File: src/rtl/usart_frame_sched.sv
// usart_frame_sched: round-robin frame scheduler in front of a byte-wide USART
// transmit engine. Each granted request sends HDR, channel id, then the 32-bit
// payload MSB first. Defining USART_FRAME_CHKSUM_EN appends an XOR checksum byte
// covering the channel id and the payload bytes.
module usart_frame_sched #(
   parameter int         NREQ      = 2,
   parameter logic [7:0] HDR       = 8'hA5,
   parameter int         TXEN_HOLD = 4,
   parameter int         BUSY_TO   = 16
) (
   input  logic              clkb,
   input  logic              rst,
   input  logic [NREQ-1:0]   req,
   input  logic [32*NREQ-1:0] payload,
   output logic [NREQ-1:0]   ack,
   output logic [7:0]        tx_data,
   output logic              tx_en,
   input  logic              tx_busy,
   output logic              sched_busy,
   output logic [2:0]        cur_ch,
   output logic              err_timeout
);

`ifdef USART_FRAME_CHKSUM_EN
   localparam int FLEN = 7;
`else
   localparam int FLEN = 6;
`endif
   localparam int HW = $clog2(TXEN_HOLD + 1);
   localparam int TW = $clog2(BUSY_TO + 1);

   typedef enum logic [2:0] {
      S_IDLE, S_ARB, S_LOAD, S_PULSE, S_WAIT_BUSY, S_WAIT_DONE, S_DONE
   } state_t;

   state_t        state, state_nx;
   logic [2:0]    rr_ptr;
   logic [2:0]    bidx;
   logic [2:0]    win;
   logic          found;
   logic [31:0]   pay_sel;
   logic [31:0]   snap;
   logic [HW-1:0] hcnt;
   logic [TW-1:0] tcnt;
   logic          busy_seen;
   logic          grant, abort, next_byte, finish;

   // Byte of the frame at position idx; the checksum only exists in the
   // checksum build, so index 6 falls to the default otherwise.
   function automatic logic [7:0] frame_byte(input logic [2:0] idx,
                                             input logic [2:0] ch,
                                             input logic [31:0] p);
      logic [7:0] chb;
      chb = {5'b0, ch};
      case (idx)
         3'd0:    frame_byte = HDR;
         3'd1:    frame_byte = chb;
         3'd2:    frame_byte = p[31:24];
         3'd3:    frame_byte = p[23:16];
         3'd4:    frame_byte = p[15:8];
         3'd5:    frame_byte = p[7:0];
`ifdef USART_FRAME_CHKSUM_EN
         3'd6:    frame_byte = chb ^ p[31:24] ^ p[23:16] ^ p[15:8] ^ p[7:0];
`endif
         default: frame_byte = 8'h00;
      endcase
   endfunction

   // Round-robin pick: first set req bit searching from rr_ptr+1 upward, wrapping
   always_comb begin
      win   = rr_ptr;
      found = 1'b0;
      for (int k = 1; k <= NREQ; k++) begin
         for (int i = 0; i < NREQ; i++) begin
            if (!found && req[i] && (i == (int'(rr_ptr) + k) % NREQ)) begin
               win   = 3'(i);
               found = 1'b1;
            end
         end
      end
   end

   // Payload slice belonging to the arbitration winner
   always_comb begin
      pay_sel = payload[31:0];
      for (int i = 0; i < NREQ; i++) begin
         if (win == 3'(i)) pay_sel = payload[32*i +: 32];
      end
   end

   // Next-state and single-cycle control strobes
   always_comb begin
      state_nx  = state;
      grant     = 1'b0;
      abort     = 1'b0;
      next_byte = 1'b0;
      finish    = 1'b0;
      case (state)
         S_IDLE: if (|req) state_nx = S_ARB;
         S_ARB: begin
            // A request withdrawn between IDLE and ARB simply yields no grant.
            if (found) begin
               grant    = 1'b1;
               state_nx = S_LOAD;
            end else begin
               state_nx = S_IDLE;
            end
         end
         S_LOAD: state_nx = S_PULSE;
         S_PULSE: if (hcnt == HW'(TXEN_HOLD - 1)) state_nx = S_WAIT_BUSY;
         S_WAIT_BUSY: begin
            // busy_seen covers an engine that rose and fell again during the
            // pulse, so a short byte cannot be mistaken for a dead engine.
            if (tx_busy || busy_seen) begin
               state_nx = S_WAIT_DONE;
            end else if (tcnt >= TW'(BUSY_TO - 1)) begin
               abort    = 1'b1;
               state_nx = S_IDLE;
            end
         end
         S_WAIT_DONE: begin
            if (!tx_busy) begin
               if (bidx == 3'(FLEN - 1)) begin
                  finish   = 1'b1;
                  state_nx = S_DONE;
               end else begin
                  next_byte = 1'b1;
                  state_nx  = S_LOAD;
               end
            end
         end
         S_DONE:  state_nx = S_IDLE;
         default: state_nx = S_IDLE;
      endcase
   end

   // State register, grant bookkeeping and frame byte sequencing
   always_ff @(posedge clkb) begin
      if (rst) begin
         state       <= S_IDLE;
         rr_ptr      <= 3'(NREQ - 1);
         cur_ch      <= 3'd0;
         snap        <= 32'h0;
         bidx        <= 3'd0;
         tx_data     <= 8'h00;
         sched_busy  <= 1'b0;
         err_timeout <= 1'b0;
      end else begin
         state <= state_nx;
         if (grant) begin
            cur_ch     <= win;
            rr_ptr     <= win;
            snap       <= pay_sel;
            sched_busy <= 1'b1;
            bidx       <= 3'd0;
            tx_data    <= HDR;
         end
         if (next_byte) begin
            bidx    <= bidx + 3'd1;
            tx_data <= frame_byte(bidx + 3'd1, cur_ch, snap);
         end
         if (abort) begin
            err_timeout <= 1'b1;
            sched_busy  <= 1'b0;
         end
         if (finish) sched_busy <= 1'b0;
      end
   end

   // Pulse-width and busy-timeout counters; both restart in LOAD so the
   // timeout counts from the first cycle tx_en is high.
   always_ff @(posedge clkb) begin
      if (rst) begin
         hcnt      <= '0;
         tcnt      <= '0;
         busy_seen <= 1'b0;
      end else begin
         case (state)
            S_LOAD: begin
               hcnt      <= '0;
               tcnt      <= '0;
               busy_seen <= 1'b0;
            end
            S_PULSE: begin
               hcnt      <= hcnt + 1'b1;
               tcnt      <= tcnt + 1'b1;
               busy_seen <= busy_seen | tx_busy;
            end
            S_WAIT_BUSY: tcnt <= tcnt + 1'b1;
            default: ;
         endcase
      end
   end

   assign tx_en = (state == S_PULSE);

   // One-cycle acknowledge to the served channel in DONE
   always_comb begin
      ack = '0;
      for (int i = 0; i < NREQ; i++) begin
         ack[i] = (state == S_DONE) && (cur_ch == 3'(i));
      end
   end

endmodule

File: config.mk
export PLATFORM = sky130hd
export DESIGN_NAME = usart_frame_sched
export DESIGN_NICKNAME = d
export VERILOG_FILES = /design/src/rtl/usart_frame_sched.sv
export SDC_FILE = /design/constraint.sdc
export NUM_CORES = 1
export LEC_CHECK = 0
export CAP_MARGIN = 20
export CORE_UTILIZATION = 35
export CTS_CLUSTER_DIAMETER = 80
export CTS_CLUSTER_SIZE = 12
export DETAILED_ROUTE_END_ITERATION = 16
export PLACE_DENSITY = 0.72
export SLEW_MARGIN = 20
export SYNTH_ARGS = -nofsm -noshare
export SYNTH_HDL_FRONTEND = slang
export SYNTH_SLANG_ARGS = --single-unit
File: constraint.sdc
create_clock -name clkb -period 5 [get_ports clkb]
set_input_delay 1.25 -clock clkb [delete_from_list [all_inputs] [get_ports clkb]]
set_output_delay 1.25 -clock clkb [all_outputs]
set_load 0.005 [all_outputs]
==> metrics.csv <==
metric;value;unit
status;finished, final reports clean;
Rows;34;
vias in the first global route;2741;
cell area after layout;4180;µm²
critical path's largest stage delay;0.74;ns
initial antenna violation count;0;
main flop type after synthesis;dfxtp_1;
final setup violation count;0;
worst hold margin;0.448;ns
Clock Path Buffers;2;
met3 global-route usage;4.69;%
slew of the pin with the lowest slew margin;1.04;ns
synth warn;0;
synth top area cells;dfxtp_1, mux2i_1, a211oi_1, nor2_1, ha_1;
Clock Sinks;61;
Max Cap Viol;0;
grt met1 use;23.1;%
Synth area leader;dfxtp_1;
Mapped Cells;356;
post-place setup slack;1.64;ns
CTS Root Cell;clkbuf_8;
critical path, cell by cell;nor2b_1 -> and2_1 -> clkdlybuf4s50_1;
vias per cell;5.26;
die area;9300;µm²
crit path kind;reg2out;
CP Launch Type;flip-flop;
Synth-to-Final Area Change;34.0;%
Final WS setup;1.43;ns
clock edge transition at the registers on the reported setup and hold paths;0.07;ns
routed len/inst;14.3;µm
Die Y;96.4;µm
PwrDens;292;nW/µm²
CTS Buf Count;9;
Post-DP Area;3980;µm²
top-area cell type share of the netlist area;39.1;%
GRT Max-Usage Layer;met2;
TritonCTS clock tree;built;
RSZ-0062 raised after global routing;false;
DRC;0;
min-delay worst type;reg2reg;
number of antenna-violating nets in the routed design;0;
setup TNS;0;ns
Yosys reg bits;61;
core area;8680;µm²
CP Data Arrival Time;2.32;ns
DRT Pass-1 Iters;4;
largest net degree at the start of global routing;59;
Die Span X;96.4;µm
CP Capture Type;primary output;
HPWL Detailed;5470;µm
Port Buf Inserts;84;
Slowest cell on crit path;dfxtp_1;
Placer Congestion;0.821;
VDD IR max;0.139;mV
Filler cells;877;
most frequent cells in the layout;clkdlybuf4s50_1, dfxtp_1, nor2_1;
met2 usage;29.5;%
Final Max Tran Viols;0;
most common cell after layout, fill and taps aside;clkdlybuf4s50_1;
Power Total;1.22;mW
Critical Path RT;3.75;ns
mean post-synth cell area;8.77;µm²
Clock Skew;0.00573;ns
sequential fraction of the synthesis area;39.1;%
P_leak;1.55;nW
Total GRT Usage;18.2;%
Synth async-reset ratio;0;%
Clk Latency, worst-skew pair;0.34;ns
Achievable Freq;280;MHz
Final nets;500;
via count;2815;
largest fanout on the critical path;20;
Ports;85;
Syn Nets;434;
first-pass GRT wire length;13000;µm
Resized cells post-CTS;0;
Initial Utilization;36.0;%
htree depth;3;
hold-fix buffers at CTS;0;
final worst path period share;71.5;%
n_diodes;0;
fraction of layout cells with a size suffix above 1;5.85;%
Initial DRC Count;137;
final wirelength;7640;µm
post-CTS setup buffer count;0;
Synth Cell Area;3120;µm²
GRT overflow;0;
Slew Limit Headroom;30.3;%
synth unique cells;45;
Fin. Hold Viols;0;
Final min period;3.57;ns
EDFF count, synth;0;
[kinds of logic (layout without fill, tap and decap cells)]
kind of cell | Yosys count | after routing | share of synthesized area [%]
compound gates | 94 | 94 | 21.7
flops | 61 | 61 | 39.1
xor+xnor | 5 | 5 | 1.40
simple gates | 114 | 114 | 17.7
mux | 34 | 34 | 10.9
buf+inv | 39 | 110 | 5.57
fa+ha+maj | 9 | 9 | 3.61
[final cells by class]
type,instances,area (µm²),area share (%)
Clock buffer,10,138,3.29
Clock inverter,6,71.3,1.70
Inverter,7,26.3,0.628
Multi-Input combinational cell,256,1730,41.4
Sequential cell,61,1220,29.2
Tap cell,108,135,3.23
Timing Repair Buffer,87,858,20.5
[registers in the layout (all words and copies together), names as in the netlist]
name         flops
bidx             3
busy_seen        1
cur_ch           3
err_timeout      1
hcnt             3
rr_ptr           1
sched_busy       1
snap            32
state            3
tcnt             5
tx_data          8
[synthesized netlist by cell type (2+ instances only)]
library cell  count
buf_4             4
nand2b_1          6
xnor2_1           2
a221oi_1          9
or3_1             3
a211oi_1         36
inv_1             7
nor3b_1           4
mux2i_1          33
a22o_1            5
clkbuf_1         17
a221o_1           3
and2_1            2
a311oi_1          3
a31oi_1           3
a21oi_1          16
o22ai_1           2
dfxtp_1          61
nor2b_1           3
nor2_1           55
buf_2            10
nor3_1            6
a22oi_1           3
ha_1              9
o21ai_0           8
nand2_1          18
nand3_1           7
and3_1            2
xor2_1            3
[stage by stage]
stage,cells,util [%]
final,535,48.2
after global routing,535,48.2
after CTS,535,48.2
after detailed placement,519,45.8
after global placement,519,45.8
after floorplan,356,-
[power breakdown]
group | internal (mW) | switching, mW
Sequential | 0.525 | 0.0345
Combinational | 0.118 | 0.0945
Clock | 0.247 | 0.205
[final timing paths]
path                from     endpoint  slack [ns]  cells past startpoint
max reg2reg      bidx[0]   tx_data[6]        2.65                      5
min reg2reg  err_timeout  err_timeout        0.45                      2
max             state[1]        tx_en        1.43                      3
min          err_timeout  err_timeout        0.45                      2
[layer usage]
metal / vias to the layer above / part of all wire (%)
met2: 78 / 48
met4: 0 / 2.2
met1: 1277 / 44
li1: 1444 / -
met5: - / 0
met3: 16 / 5.2
[worst max-delay path, delay by kind of cell, from the launching register on]
family | cells | cell delay [ns]
flops | 1 | 0.74
simple gates | 2 | 0.74
buf+inv | 1 | 0.50
No activity file was read; power rests on OpenSTA's default activity.
